$ cat config.mk
export PLATFORM = sky130hd
export DESIGN_NAME = sorted_word_serializer_flat
export DESIGN_NICKNAME = d
export VERILOG_FILES = /design/src/rtl/sorted_word_serializer_if.sv /design/src/rtl/sorted_word_serializer.sv /design/src/flat_wrapper.sv
export SDC_FILE = /design/constraint.sdc
export NUM_CORES = 1
export LEC_CHECK = 0
export BUFFER_PORTS_ARGS = -buffer_cell sky130_fd_sc_hd__buf_4
export CORE_MARGIN = 2
export CORE_UTILIZATION = 40
export CTS_CLUSTER_SIZE = 16
export DETAILED_ROUTE_END_ITERATION = 7
export GPL_ROUTABILITY_DRIVEN = 0
export SLEW_MARGIN = 20
export SYNTH_ARGS = -nofsm -noshare
export SYNTH_HDL_FRONTEND = slang
export SYNTH_SLANG_ARGS = --single-unit
export TNS_END_PERCENT = 1
$ cat constraint.sdc
create_clock -name clk -period 13 [get_ports clk]
set_clock_uncertainty 0.2 [all_clocks]
set_input_delay 0.65 -clock clk [delete_from_list [all_inputs] [get_ports clk]]
set_output_delay 0.65 -clock clk [all_outputs]
set_load 0.005 [all_outputs]
$ cat src/rtl/sorted_word_serializer_if.sv
// sorted_word_serializer_if: sorter vector in, word stream out, plus status and overflow clear.
interface sorted_word_serializer_if #(parameter int BITWIDTH = 8);
  logic [8*BITWIDTH:0] din;
  logic                clr_ovf;
  logic [BITWIDTH-1:0] dout;
  logic                dout_valid;
  logic                dout_ready;
  logic [2:0]          dout_index;
  logic                dout_last;
  logic                busy;
  logic                overflow;
  modport slave (input din, clr_ovf, dout_ready,
                 output dout, dout_valid, dout_index, dout_last, busy, overflow);
  modport master (output din, clr_ovf, dout_ready,
                  input dout, dout_valid, dout_index, dout_last, busy, overflow);
endinterface

$ cat src/rtl/sorted_word_serializer.sv
// sorted_word_serializer: detects new sorter results, buffers two, streams them word 0 first.
module sorted_word_serializer #(
  parameter int BITWIDTH = 8
) (
  input logic clk,
  input logic reset,
  sorted_word_serializer_if.slave bus
);
  localparam int W = 8*BITWIDTH;
  typedef enum logic {IDLE, SEND} state_t;
  state_t state, state_n;
  logic [W-1:0] act, act_n, pend, pend_n, last_seen, din_d;
  logic [2:0] idx, idx_n;
  logic pend_full, pend_full_n, prev_valid, ovf_n, din_v, evt, xfer, last_beat;
  assign din_d = bus.din[W-1:0];
  assign din_v = bus.din[W];
  assign evt = din_v && (!prev_valid || din_d != last_seen);
  assign xfer = state == SEND && bus.dout_ready;
  assign last_beat = xfer && idx == 3'd7;
  assign bus.busy = state == SEND || pend_full;
  always_comb begin
    state_n = state;
    act_n = act;
    pend_n = pend;
    pend_full_n = pend_full;
    idx_n = idx;
    ovf_n = bus.overflow && !bus.clr_ovf;
    if (state == IDLE) begin
      if (evt) begin
        act_n = din_d;
        idx_n = 3'd0;
        state_n = SEND;
      end
    end else begin
      if (xfer && idx != 3'd7) idx_n = idx + 3'd1;
      else if (last_beat && pend_full) begin
        act_n = pend;
        idx_n = 3'd0;
        pend_full_n = 1'b0;
      end else if (last_beat && evt) begin
        act_n = din_d;
        idx_n = 3'd0;
      end else if (last_beat) state_n = IDLE;
      // an evt that lands on the final beat with pending empty was already taken into active
      if (evt && !(last_beat && !pend_full)) begin
        if (!pend_full || last_beat) begin
          pend_n = din_d;
          pend_full_n = 1'b1;
        end else ovf_n = 1'b1;
      end
    end
  end
  always_ff @(posedge clk or posedge reset) begin
    if (reset) begin
      state <= IDLE;
      act <= '0;
      pend <= '0;
      pend_full <= 1'b0;
      idx <= 3'd0;
      prev_valid <= 1'b0;
      last_seen <= '0;
      bus.overflow <= 1'b0;
      bus.dout <= '0;
      bus.dout_valid <= 1'b0;
      bus.dout_index <= 3'd0;
      bus.dout_last <= 1'b0;
    end else begin
      state <= state_n;
      act <= act_n;
      pend <= pend_n;
      pend_full <= pend_full_n;
      idx <= idx_n;
      prev_valid <= din_v;
      if (din_v) last_seen <= din_d;
      bus.overflow <= ovf_n;
      bus.dout_valid <= state_n == SEND;
      if (state_n == SEND) begin
        bus.dout <= act_n[idx_n*BITWIDTH +: BITWIDTH];
        bus.dout_index <= idx_n;
        bus.dout_last <= idx_n == 3'd7;
      end
    end
  end
endmodule

$ cat src/flat_wrapper.sv
// flat-port wrapper written by rule: the top's interface ports become plain ports
module sorted_word_serializer_flat 
#(
  parameter int BITWIDTH = 8
)
  (clk, reset, bus_din, bus_clr_ovf, bus_dout_ready, bus_dout, bus_dout_valid, bus_dout_index, bus_dout_last, bus_busy, bus_overflow);
  sorted_word_serializer_if #(.BITWIDTH(BITWIDTH)) bus_i ();
  input logic clk;
  input logic reset;
  input wire logic [$bits(bus_i.din)-1:0] bus_din;
  input wire logic [$bits(bus_i.clr_ovf)-1:0] bus_clr_ovf;
  input wire logic [$bits(bus_i.dout_ready)-1:0] bus_dout_ready;
  output wire logic [$bits(bus_i.dout)-1:0] bus_dout;
  output wire logic [$bits(bus_i.dout_valid)-1:0] bus_dout_valid;
  output wire logic [$bits(bus_i.dout_index)-1:0] bus_dout_index;
  output wire logic [$bits(bus_i.dout_last)-1:0] bus_dout_last;
  output wire logic [$bits(bus_i.busy)-1:0] bus_busy;
  output wire logic [$bits(bus_i.overflow)-1:0] bus_overflow;
  assign bus_i.din = bus_din;
  assign bus_i.clr_ovf = bus_clr_ovf;
  assign bus_i.dout_ready = bus_dout_ready;
  assign bus_dout = bus_i.dout;
  assign bus_dout_valid = bus_i.dout_valid;
  assign bus_dout_index = bus_i.dout_index;
  assign bus_dout_last = bus_i.dout_last;
  assign bus_busy = bus_i.busy;
  assign bus_overflow = bus_i.overflow;
  sorted_word_serializer #(.BITWIDTH(BITWIDTH)) u_core (.clk(clk), .reset(reset), .bus(bus_i));
endmodule
# --- After elaboration in Yosys (flattened, before gate mapping) ---
# Cells that the tools add are included.
word_totals:
  register_bits: 211
  in_bits: 69
  out_inout_bits: 15
  word_cells: 57
op_classes:
  addsub: 1
  n_eq_ne: 4
  shifts: 1
  mux: 23
  reduce_logical: 17
op_table:
  columns: ["op", "count"]
  rows:
  - ["2-to-1 mux 64 bit", 5]
  - ["!= test 64 bit", 1]
  - ["variable part select 64 x 7 -> 8 bit", 1]
  - ["2-to-1 mux 3 bit", 5]
  - ["2-to-1 mux 1 bit", 13]
  - ["logical AND 1 bit", 9]
  - ["equality test 3 bit (second input constant)", 2]
  - ["zero test 1 bit", 4]
  - ["adder 3 x 1 -> 3 bit (second input constant)", 1]
  - ["logical OR 1 bit", 3]
  - ["!= test 3 bit (second input constant)", 1]
  - ["AND reduction 3 bit", 1]

# --- Depth between registers and ports, before layout ---
# Gate-level depths: netlist of run 1.
logic_depth:
  depth_word: 9
  mapped_depth: 13
  mapped_depth_nobuf: 12

# --- Least setup slack after synthesis of run 1 ---
# OpenSTA, ideal clock, no wires.
synth_path:
  path_type: "input to register"
  start: "in bus_din[58]"
  end: "reg u_core.bus.dout[0]"
  setup_ps: 131
  arrival_time_ps: 3052
  t_required_ps: 12669
  path_slack_ps: 9617
  path_stages: 12
  n_path_buf: 2
  cell_sequence: "nor2b_1 -> a2111oi_2 -> nand4_1 -> or3_1 -> buf_6 -> o21ai_4 -> buf_6 -> mux2i_1 -> a21oi_1 -> o32ai_2 -> nor2_1 -> or3_1"
synth_between:
  elab_chain_cells: 9
  elab_cells_between_ends: 20
  classes_between: "eq/ne (1); shift (1); mux (15); reduce/logical (3)"
synth_lines:
  columns: ["element", "line_no", "rtl"]
  rows:
  - ["start, declared", "flat_wrapper.sv:10", "input wire logic [$bits(bus_i.din)-1:0] bus_din;"]
  - ["!= test 64 bit *", "sorted_word_serializer.sv:17", "assign evt = din_v && (!prev_valid || din_d != last_seen);"]
  - ["logical OR 1 bit *", "sorted_word_serializer.sv:17", null]
  - ["logical AND 1 bit *", "sorted_word_serializer.sv:17", null]
  - ["logical AND 1 bit", "sorted_word_serializer.sv:40", "end else if (last_beat && evt) begin"]
  - ["2-to-1 mux 64 bit or 2-to-1 mux 3 bit (tied branches)", "sorted_word_serializer.sv:40", null]
  - ["2-to-1 mux 64 bit or 2-to-1 mux 3 bit (tied branches)", "sorted_word_serializer.sv:36", "else if (last_beat && pend_full) begin"]
  - ["2-to-1 mux 64 bit or 2-to-1 mux 3 bit (tied branches)", "sorted_word_serializer.sv:35", "if (xfer && idx != 3'd7) idx_n = idx + 3'd1;"]
  - ["2-to-1 mux 64 bit or 2-to-1 mux 3 bit (tied branches)", "sorted_word_serializer.sv:28", "if (state == IDLE) begin"]
  - ["variable part select 64 x 7 -> 8 bit", "sorted_word_serializer.sv:78", "bus.dout <= act_n[idx_n*BITWIDTH +: BITWIDTH];"]
  - ["end signal, assigned", "sorted_word_serializer.sv:78", null]
  - ["end, declared", "sorted_word_serializer_if.sv:13", "output dout, dout_valid, dout_index, dout_last, busy, overflow);"]
# Every way passes the cells marked *; elsewhere a longest branch is shown, timed or not.
# A chain may end at the register's enable or synchronous reset.

# --- Final worst setup path of run 1 ---
layout_path:
  start: "reg u_core.last_seen[37]"
  end: "reg u_core.bus.dout[0]"
layout_between:
  elab_chain_cells: 9
  elab_cells_between_ends: 20
  classes_between: "eq/ne (1); shift (1); mux (15); reduce/logical (3)"
layout_lines:
  columns: ["element", "line_no", "rtl"]
  rows:
  - ["start, declared", "sorted_word_serializer.sv:12", "logic [W-1:0] act, act_n, pend, pend_n, last_seen, din_d;"]
  - ["start signal, assigned", "sorted_word_serializer.sv:74", "if (din_v) last_seen <= din_d;"]
  - ["!= test 64 bit *", "sorted_word_serializer.sv:17", null]
  - ["logical OR 1 bit *", "sorted_word_serializer.sv:17", null]
  - ["logical AND 1 bit *", "sorted_word_serializer.sv:17", null]
  - ["logical AND 1 bit", "sorted_word_serializer.sv:40", null]
  - ["2-to-1 mux 64 bit or 2-to-1 mux 3 bit (tied branches)", "sorted_word_serializer.sv:40", null]
  - ["2-to-1 mux 64 bit or 2-to-1 mux 3 bit (tied branches)", "sorted_word_serializer.sv:36", null]
  - ["2-to-1 mux 64 bit or 2-to-1 mux 3 bit (tied branches)", "sorted_word_serializer.sv:35", null]
  - ["2-to-1 mux 64 bit or 2-to-1 mux 3 bit (tied branches)", "sorted_word_serializer.sv:28", null]
  - ["variable part select 64 x 7 -> 8 bit", "sorted_word_serializer.sv:78", null]
# Marked as above.

==> summary.txt, run 1 <==
Core ar.: 0.0270 sq mm
Hold Path Class: primary input to register
# setup viols final: 0
postcts setup bufs: 0
fill cell count: 2514
CTS Buf Count: 24
slew of the pin with the lowest slew margin: 0.996 ns
status: completed
Sw Ratio: 33.8%
max_cap viols: 0
number of synthesized flops with an enable pin: 0
post-layout min period: 4.88 ns
sequential share of the synthesized area: 47.9%
via/cell ratio: 6.11
R2R Setup Slk: 8.12 ns
cell leakage power: 0.00559 uW
Row Count: 60
PwrDens: 192 mW/mm^2
dpl hpwl: 24100 microns
CTS tree: yes
CP Capture Type: register
Worst Setup Path Type: register to register
Synth area leaders: dfrtp_1 48%, mux2_2 13%, mux2i_1 2.9%
Mean Syn Cell Area: 10.8 sq um
Worst VDD drop: 135 uV
P&R area growth vs syn: 15.2%
startpoint types: register
#FFs+latches synth: 211
relative slew slack: 33.6%
Post-Layout Cell Count: 1441
Combinational Power Share: 31.2%
Reg2Reg Depth: 11
multi-input logic area: 0.00535 sq mm
RR Startpoint: u_core.last_seen[37]
Syn Inst Count: 1019
I/O pin total: 84
first-pass GRT wire length: 53300 microns
routed vias: 8811
Placed Instances: 1399
Worst Path Required: 13.22 ns
1st-pass router iterations: 6
Internal: 1610 uW
Die Wd: 170 microns
CTS root buffer: clkbuf_16
initial DRC count: 876
sw power: 824 uW
Worst Path Arrival: 5.10 ns
chip height: 170 microns
Async SR Flop Fraction: 100%
# resized after CTS: 0
global-route usage over all layers: 24.4%
crit path from: u_core.last_seen[37]
critical path peak fanout: 17
CP endpoint: u_core.bus.dout[0]
number of antenna-violating nets in the routed design: 0
Max Freq: 0.205 GHz
clk sinks: 211
hold buffer count at cts: 0
clock latency at the later pin of the worst-skew pair: 0.54 ns
unrepaired setup endpoints after global routing: false
total gr overflow: 0
Initial Utilization: 40.8%
Clk pwr share: 27.4%
Most used DFF post-synth: dfrtp_1
antenna violations before repair: 0
vias in the first global route: 8655
Final Hold Vio Count: 0
Mapped Area: 0.0110 sq mm
number of port buffers: 83
clock buffer depth: 3
Synth area leader: dfrtp_1
Post-Route WL: 35100 microns
die area: 0.0289 sq mm
sequential power share: 41.5%
NumNets Final: 1155
count of pins over their slew limit: 0
R2R Path End: u_core.bus.dout[0]
H-tree depth: 1
total negative slack: 0 ns
min-delay src: bus_clr_ovf
share of layout cells above drive strength 1: 26.8%
final clock period utilization by the worst path: 37.5%
Netlist cell types: 72
DRC: 0
largest net degree at the start of global routing: 140
most frequent cell after synthesis: dfrtp_1
post-synthesis net count: 1090
top-area cell type share of the netlist area: 47.9%
clk slew on worst S/H paths: 0.06 ns
Avg WL per Cell: 24.3 microns
Reg area: 0.00528 sq mm
most instantiated cells after synthesis: 211 x dfrtp_1, 130 x mux2_2, 68 x nand2_1
n_diodes: 0
synth warn: 0
## layer usage
layer | global-route usage [%] | share of wire (%) | vias up
li1 | - | - | 3894
met1 | 34.0 | 43 | 4440
met2 | 37.9 | 45 | 391
met3 | 5.16 | 8.8 | 86
met4 | 8.29 | 3.6 | 0
met5 | 0 | 0 | -
## logic make-up after synthesis
| group | synth area share (%) |
|---|---|
| AOI/OAI and AO/OA | 17.2 |
| and+or+nand+nor | 10.9 |
| DFF | 47.9 |
| muxes | 16.2 |
| buffers and inverters | 3.72 |
| xor gates and xnor gates | 3.97 |
| adders and majority gates | 0.227 |
## power by group through the flow
stage / Sequential, uW / Combinational [uW] / Clock [uW]
5_1_grt: 1030 / 827 / 707
4_1_cts: 1010 / 754 / 680
3_3_place_gp: 1010 / 738 / 0
3_5_place_dp: 1020 / 750 / 0
2_1_floorplan: 975 / 524 / 0
6_report: 1010 / 760 / 667
## worst max-delay path, stage by stage, from the launching register on
cell	delay (ns)
dfrtp_1	0.38
xnor2_1	0.57
nand4_1	0.18
nor4b_1	0.43
nand4_1	0.47
o21ai_4	0.85
and2_1	0.55
inv_2	0.23
nand2b_1	0.28
a221o_1	0.17
nor2_1	0.06
or3_1	0.37
## registers in the layout, summed over array words and instances (netlist names)
register               count
u_core.bus.dout_valid      1
u_core.idx                 3
u_core.prev_valid          1
u_core.bus.dout_index      3
u_core.act                64
u_core.pend               64
u_core.bus.overflow        1
u_core.last_seen          64
u_core.pend_full           1
u_core.bus.dout            8
u_core.bus.dout_last       1
## final cells by class
class / count / area share, %
Clock buffer: 33 / 5.39
Inverter: 34 / 1.10
Multi-Input combinational cell: 715 / 42.1
Sequential cell: 211 / 41.6
Clock inverter: 9 / 0.660
Timing Repair Buffer: 98 / 5.79
Tap cell: 341 / 3.36
## how the worst min path moves through the flow
stage                     slack [ns]             endpoint  cells past startpoint
after floorplan                 0.24        u_core.act[9]                      2
after global placement          0.26        u_core.act[9]                      2
after detailed placement        0.27        u_core.act[9]                      2
after CTS                       0.11  u_core.bus.overflow                      2
after global routing            0.12  u_core.bus.overflow                      2
final                           0.13  u_core.bus.overflow                      2
## cell usage in the layout, fill, tap and decap left out, types with 6 or more instances in the layout
master | netlist | layout
a211oi_1 | 10 | 10
a21oi_1 | 49 | 49
a221o_1 | 16 | 16
a221oi_1 | 6 | 6
a222oi_1 | 10 | 10
a22oi_1 | 17 | 17
a31oi_1 | 9 | 9
and2_1 | 9 | 8
buf_4 | 4 | 98
clkbuf_16 | 0 | 24
clkinv_2 | 0 | 6
dfrtp_1 | 211 | 210
inv_1 | 29 | 28
mux2_2 | 130 | 130
mux2i_1 | 32 | 32
nand2_1 | 68 | 68
nand2b_1 | 24 | 24
nand3_1 | 20 | 20
nand4_1 | 14 | 14
nor2_1 | 44 | 43
nor2b_1 | 13 | 13
nor3_1 | 8 | 8
nor4_1 | 11 | 11
o211ai_1 | 9 | 9
o21a_1 | 8 | 8
o21ai_0 | 63 | 63
o221ai_1 | 10 | 10
o22ai_1 | 9 | 9
xnor2_1 | 22 | 22
xor2_1 | 28 | 28
## metrics by stage
| step | instance area, sq um | setup slack (ns) | power, uW | hold WS (ns) | utilization, % |
|---|---|---|---|---|---|
| 2_1_floorplan | 11000 | 6.38 | 1500 | 0.244 | - |
| 3_3_place_gp | 11900 | 7.97 | 1750 | 0.264 | 44.2 |
| 3_5_place_dp | 11900 | 7.95 | 1770 | 0.265 | 44.2 |
| 4_1_cts | 12700 | 8.33 | 2440 | 0.115 | 47.0 |
| 5_1_grt | 12700 | 8.04 | 2570 | 0.125 | 47.0 |
| 6_report | 12700 | 8.12 | 2440 | 0.131 | 47.0 |
Power figures use the tool's default switching activity.
==> inputs of run 2 (changes only) <==
==> constraint.sdc (replaced) <==
create_clock -name clk -period 4.8 [get_ports clk]
set_clock_uncertainty 0.2 [all_clocks]
set_input_delay 0.24 -clock clk [delete_from_list [all_inputs] [get_ports clk]]
set_output_delay 0.24 -clock clk [all_outputs]
set_load 0.005 [all_outputs]
==> run 2 against run 1 <==
  * Final cell count rose by 6.0%
  * Critical path type unchanged
  * Sequential share of layout area shrank 2.8 points
  * Largest cell class unchanged
  * Clock power grew to 3.0 times the previous value
  * Critical endpoint is now u_core.bus.dout[7]
  * Largest power group unchanged
  * Combinational power rose to 2.8 times the previous value
==> summary.txt, run 2 (same netlist as run 1, synthesis figures left out) <==
number of port buffers: 83 (unchanged)
NumNets Final: 1240 (was 1155)
I/O pin total: 84 (unchanged)
# setup viols final: 0 (unchanged)
crit path from: u_core.last_seen[1] (was u_core.last_seen[37])
CP Capture Type: register (unchanged)
slowest CP cell: nor4_1 (was o21ai_4)
top flop regs: u_core.act: 64 flops, u_core.last_seen: 64 flops, u_core.pend: 64 flops (unchanged)
Worst Setup Path Type: register to register (unchanged)
H-tree depth: 1 (unchanged)
P&R area growth vs syn: 23.4% (was 15.2%)
CTS Buf Count: 24 (unchanged)
total negative slack: 0 ns (unchanged)
critical path peak fanout: 18 (was 17)
Max Freq: 0.212 GHz (was 0.205 GHz)
total gr overflow: 0 (unchanged)
Hold Path Class: primary input to register (unchanged)
DP Worst Slack: 0.337 ns (was 7.95 ns)
Finished Cell Area: 0.0136 sq mm (was 0.0127 sq mm)
post-layout min period: 4.71 ns (was 4.88 ns)
slew of the pin with the lowest slew margin: 1.12 ns (was 0.996 ns)
most used cell, CP: nand4_1 (unchanged)
worst-path cell chain: xor2_1 > nor4_1 > nand4_1 > or3_1 > o21ai_4 > a31oi_4 > clkinv_4 > nand2_2 > nor3b_1 > o31ai_1 > nand4_1 (was xnor2_1 > nand4_1 > nor4b_1 > nand4_1 > o21ai_4 > and2_1 > inv_2 > nand2b_1 > a221o_1 > nor2_1 > or3_1)
Worst VDD drop: 349 uV (was 135 uV)
relative slew slack: 24.8% (was 33.6%)
die area: 0.0289 sq mm (unchanged)
CTS root buffer: clkbuf_16 (unchanged)
status: completed (unchanged)
RR Startpoint: u_core.last_seen[1] (was u_core.last_seen[37])
1st-pass router iterations: 5 (was 6)
Core ar.: 0.0270 sq mm (unchanged)
clk slew on worst S/H paths: 0.06 ns (about the same)
antenna violations before repair: 0 (unchanged)
unrepaired setup endpoints after global routing: false (unchanged)
Row Count: 60 (unchanged)
max_cap viols: 0 (unchanged)
Avg WL per Cell: 23.4 microns (was 24.3 microns)
first-pass GRT wire length: 54900 microns (was 53300 microns)
overall power: 6870 uW (was 2440 uW)
routed vias: 9048 (was 8811)
initial DRC count: 1002 (was 876)
commonest cells after routing, fill and taps aside: 210 x dfrtp_1, 130 x mux2_2, 116 x buf_4, 68 x nand2_1, 66 x dlygate4sd3_1 (was 210 x dfrtp_1, 130 x mux2_2, 98 x buf_4, 68 x nand2_1, 63 x o21ai_0)
final clock period utilization by the worst path: 98.1% (was 37.5%)
Worst Path Arrival: 4.98 ns (was 5.10 ns)
CTS tree: yes (unchanged)
clock buffer depth: 3 (unchanged)
Initial Utilization: 40.8% (unchanged)
Crit path largest cell delay: 0.95 ns (was 0.85 ns)
Reg2Reg Depth: 11 (unchanged)
placed instance area: 0.0121 sq mm (was 0.0119 sq mm)
via/cell ratio: 5.93 (was 6.11)
R2R Path End: u_core.bus.dout[7] (was u_core.bus.dout[0])
setup ws final: 0.0914 ns (was 8.12 ns)
Worst Path Required: 5.07 ns (was 13.22 ns)
share of layout cells above drive strength 1: 26.6% (was 26.8%)
Die Wd: 170 microns (unchanged)
CP endpoint: u_core.bus.dout[7] (was u_core.bus.dout[0])
vias in the first global route: 8909 (was 8655)
startpoint types: register (unchanged)
chip height: 170 microns (unchanged)
DRC: 0 (unchanged)
R2R Setup Slk: 0.09 ns (was 8.12 ns)
n_diodes: 0 (unchanged)
post-layout util: 50.4% (was 47.0%)
Final Hold Vio Count: 0 (unchanged)
global-route usage over all layers: 25.1% (was 24.4%)
cell leakage power: 0.00600 uW (was 0.00559 uW)
Post-Route WL: 35800 microns (was 35100 microns)
most common cell after layout, fill and taps aside: dfrtp_1 (unchanged)
largest net degree at the start of global routing: 154 (was 140)
clock latency at the later pin of the worst-skew pair: 0.54 ns (about the same)
count of pins over their slew limit: 0 (unchanged)
PwrDens: 505 mW/mm^2 (was 192 mW/mm^2)
dpl hpwl: 25100 microns (was 24100 microns)
clk sinks: 211 (unchanged)
# resized after CTS: 0 (unchanged)
number of antenna-violating nets in the routed design: 0 (unchanged)
[run 2: cell count changes in the layout (fill, tap and decap cells not counted), sizes merged]
cell and delta:
dlygate4sd3 +66, buf +19, clkbuf +4, clkinv -4, bufinv +2, inv -1
[run 2: what timing repair did]
| item | 4_1_cts | 5_1_grt |
|---|---|---|
| hold endpoints to repair | 395 | 0 |
| setup buffers | 0 | 0 |
| hold buffers | 66 | 0 |
[run 2: area by class of cell]
type / count / area, sq um
Clock buffer: 37 / 749
Clock inverter: 6 / 116
Fill cell: 2474 / 13400
Inverter: 34 / 136
Multi-Input combinational cell: 715 / 5350
Sequential cell: 211 / 5280
Tap cell: 341 / 427
Timing Repair Buffer: 183 / 1550
[run 2: routing by layer]
| layer | GRT usage, % | vias to the layer above | wire length (microns) |
|---|---|---|---|
| met5 | 0 | - | 0 |
| met3 | 5.44 | 66 | 2770 |
| met1 | 35.7 | 4544 | 15900 |
| met4 | 8.40 | 0 | 1260 |
| li1 | - | 4079 | - |
| met2 | 38.1 | 359 | 15900 |
[run 2: worst max-delay path: cells and delay by family (launching register included)]
family / cells / cell delay (ns)
buffers and inverters: 1 / 0.29
AND/OR/NAND/NOR: 6 / 2.79
XOR/XNOR: 1 / 0.17
AO/OA/AOI/OAI: 3 / 0.79
flip-flops: 1 / 0.38
[run 2: report_power, final]
part / total (uW) / internal (uW) / switching, uW
Clock: 2000 / 1230 / 765
Combinational: 2140 / 995 / 1140
Sequential: 2740 / 2380 / 366
Total: 6870 / 4600 / 2270
[run 2: metrics by stage]
stage / hold slack [ns] / instances
2_1_floorplan: 0.0714 / 1019
3_3_place_gp: 0.258 / 1418
3_5_place_dp: 0.251 / 1418
4_1_cts: 0.0998 / 1527
5_1_grt: 0.150 / 1527
6_report: 0.121 / 1527
[run 2: worst min path at each step]
stage / slack, ns / cells past startpoint / startpoint / to
after global routing: 0.15 / 4 / bus_dout_ready / u_core.act[43]
final: 0.12 / 4 / bus_dout_ready / u_core.act[43]
after detailed placement: 0.25 / 2 / bus_clr_ovf / u_core.bus.overflow
after floorplan: 0.07 / 0 / bus_din[64] / u_core.prev_valid
after CTS: 0.1 / 4 / bus_dout_ready / u_core.act[43]
after global placement: 0.26 / 2 / bus_clr_ovf / u_core.bus.overflow
==> inputs of run 3 (changes only) <==
--- a/config.mk
+++ b/config.mk
@@ -7,10 +7,11 @@
 export LEC_CHECK = 0
 export BUFFER_PORTS_ARGS = -buffer_cell sky130_fd_sc_hd__buf_4
 export CORE_MARGIN = 2
-export CORE_UTILIZATION = 40
+export CORE_UTILIZATION = 50
 export CTS_CLUSTER_SIZE = 16
 export DETAILED_ROUTE_END_ITERATION = 7
 export GPL_ROUTABILITY_DRIVEN = 0
+export PLACE_DENSITY = 0.68
 export SLEW_MARGIN = 20
 export SYNTH_ARGS = -nofsm -noshare
 export SYNTH_HDL_FRONTEND = slang
==> run 3 against run 2 <==
  * Via count up 2.0%
  * The run now ends with design-rule violations left
  * Flip-flop and latch count unchanged
  * First-iteration DRC count down 8.5%
  * Global-route usage up 4.4 points
  * Register-to-register slack better by 0.49 ns
  * Critical path depth down 2
==> summary.txt, run 3 (same netlist as run 1, synthesis figures left out) <==
status: complete, but fails checks (was completed)
violated checks: design-rule violations
min-delay src: bus_din[64] (was bus_dout_ready)
vias in the first global route: 9139 (was 8909)
Worst Setup Path Type: register to register (unchanged)
Max Freq: 0.237 GHz (was 0.212 GHz)
startpoint types: register (unchanged)
top flop regs: u_core.act: 64 flops, u_core.last_seen: 64 flops, u_core.pend: 64 flops (unchanged)
number of port buffers: 83 (unchanged)
commonest cells after routing, fill and taps aside: 210 x dfrtp_1, 130 x mux2_2, 112 x buf_4, 68 x nand2_1, 66 x dlygate4sd3_1 (was 210 x dfrtp_1, 130 x mux2_2, 116 x buf_4, 68 x nand2_1, 66 x dlygate4sd3_1)
Combinational Power Share: 32.1% (was 31.1%)
CTS tree: yes (unchanged)
Hold Path Class: primary input to register (unchanged)
Post-Route WL: 34600 microns (was 35800 microns)
# setup viols final: 0 (unchanged)
post-layout min period: 4.22 ns (was 4.71 ns)
clock buffer depth: 3 (unchanged)
hold path depth: 2 (was 4)
DP Worst Slack: 0.608 ns (was 0.337 ns)
GR Util met1: 41.9% (was 35.7%)
PwrDens: 494 mW/mm^2 (was 505 mW/mm^2)
hold slack: 0.106 ns (was 0.121 ns)
1st-pass router iterations: 8 (was 5)
cell leakage power: 0.00592 uW (was 0.00600 uW)
CTS Buf Count: 23 (was 24)
sw power: 2240 uW (was 2270 uW)
most common cell after layout, fill and taps aside: dfrtp_1 (unchanged)
fill cell count: 1828 (was 2474)
die area: 0.0233 sq mm (was 0.0289 sq mm)
clock latency at the later pin of the worst-skew pair: 0.54 ns (about the same)
DRC: 1 (was 0)
critical path peak fanout: 15 (was 18)
NumNets Final: 1236 (was 1240)
H-tree depth: 1 (unchanged)
slowest CP cell: nor4b_1 (was nor4_1)
Crit path largest cell delay: 0.62 ns (was 0.95 ns)
P&R area growth vs syn: 21.3% (was 23.4%)
# resized after CTS: 0 (unchanged)
max_cap viols: 0 (unchanged)
relative slew slack: 36.0% (was 24.8%)
CTS root buffer: clkbuf_16 (unchanged)
Avg WL per Cell: 23.7 microns (was 23.4 microns)
Final Hold Vio Count: 0 (unchanged)
clk sinks: 211 (unchanged)
Core ar.: 0.0218 sq mm (was 0.0270 sq mm)
cell family with most CP delay: compound AO/OA/AOI/OAI gates (was simple AND/OR/NAND/NOR gates)
R2R Path End: u_core.bus.dout[5] (was u_core.bus.dout[7])
slew of the pin with the lowest slew margin: 0.959 ns (was 1.12 ns)
total gr overflow: 0 (unchanged)
largest net degree at the start of global routing: 105 (was 154)
via/cell ratio: 6.32 (was 5.93)
final clock period utilization by the worst path: 87.9% (was 98.1%)
Worst Path Required: 5.03 ns (was 5.07 ns)
overall power: 6610 uW (was 6870 uW)
sequential power share: 41.4% (was 39.9%)
share of layout cells above drive strength 1: 25.7% (was 26.6%)
GR Layer Usage met2: 46.5% (was 38.1%)
global-route usage over all layers: 29.6% (was 25.1%)
Worst VDD drop: 339 uV (was 349 uV)
total negative slack: 0 ns (unchanged)
sink of the worst hold path: u_core.prev_valid (was u_core.act[43])
worst-path cell chain: xnor2_1 > nand2_1 > nor4b_1 > nand4_1 > o211a_1 > buf_4 > a221oi_1 > a2111oi_0 > a211o_1 (was xor2_1 > nor4_1 > nand4_1 > or3_1 > o21ai_4 > a31oi_4 > clkinv_4 > nand2_2 > nor3b_1 > o31ai_1 > nand4_1)
Critical path buffers and inverters: 1 (unchanged)
Clk pwr share: 26.5% (was 29.0%)
I/O pin total: 84 (unchanged)
R2R Setup Slk: 0.58 ns (was 0.09 ns)
number of antenna-violating nets in the routed design: 0 (unchanged)
dpl hpwl: 23600 microns (was 25100 microns)
Die Wd: 153 microns (was 170 microns)
RR Startpoint: u_core.last_seen[4] (was u_core.last_seen[1])
n_diodes: 0 (unchanged)
GR peak layer: met2 (unchanged)
Reg2Reg Depth: 9 (was 11)
chip height: 153 microns (was 170 microns)
antenna violations before repair: 0 (unchanged)
Row Count: 54 (was 60)
first-pass GRT wire length: 53900 microns (was 54900 microns)
routed vias: 9229 (was 9048)
setup ws final: 0.580 ns (was 0.0914 ns)
Worst Path Arrival: 4.45 ns (was 4.98 ns)
Internal: 4360 uW (was 4600 uW)
Initial Utilization: 50.7% (was 40.8%)
unrepaired setup endpoints after global routing: false (unchanged)
initial DRC count: 917 (was 1002)
Sw Ratio: 33.9% (was 33.0%)
CP Capture Type: register (unchanged)
count of pins over their slew limit: 0 (unchanged)
clk slew on worst S/H paths: 0.07 ns (was 0.06 ns)
GRT met3 Usage: 4.75% (was 5.44%)
## run 3: cell count changes in the layout (fill, tap and decap cells not counted), sizes merged
cell / previous run / this run
buf: 117 / 114
clkbuf: 37 / 36
bufinv: 3 / 1
inv: 31 / 32
## run 3: how the worst max path moves through the flow
stage                        start                  to  slack [ns]  cells past startpoint
2_1_floorplan                reset       u_core.act[0]        1.62                      1
3_3_place_gp   u_core.last_seen[4]  u_core.bus.dout[5]        0.63                      9
3_5_place_dp   u_core.last_seen[4]  u_core.bus.dout[5]        0.61                      9
4_1_cts        u_core.last_seen[4]  u_core.bus.dout[5]        0.66                      9
5_1_grt        u_core.last_seen[4]  u_core.bus.dout[5]        0.35                     11
6_report       u_core.last_seen[4]  u_core.bus.dout[5]        0.58                      9
## run 3: cell type report
cell class	count	area [sq um]	area share (%)
Clock buffer	36	654	4.89
Tap cell	280	350	2.62
Timing Repair Buffer	180	1540	11.5
Clock inverter	5	65.1	0.486
Multi-Input combinational cell	715	5350	40.0
Inverter	34	136	1.02
Sequential cell	211	5280	39.5
## run 3: power by group through the flow
stage	combinational, uW	clock [uW]	sequential [uW]
final	2120	1750	2730
after global routing	2270	1830	2790
after CTS	2080	1760	2720
after detailed placement	2020	0	2740
after global placement	1990	0	2730
after floorplan	1420	0	2640
## run 3: repair_timing
item,CTS,global route
hold buffers,66,0
hold endpoints to repair,210,0
buffers inserted,0,0
## run 3: stage by stage
step,util (%),instances,instance area [sq um]
floorplan,-,1019,11000
global placement,55.2,1354,12000
detailed placement,55.2,1354,12000
CTS,61.5,1461,13400
global route,61.5,1461,13400
finish,61.5,1461,13400
## run 3: metal layers
layer	wire length [microns]	share of wire (%)
met3	2830	8.2
met1	14700	42
met5	0	0
met4	1430	4.1
met2	15700	45
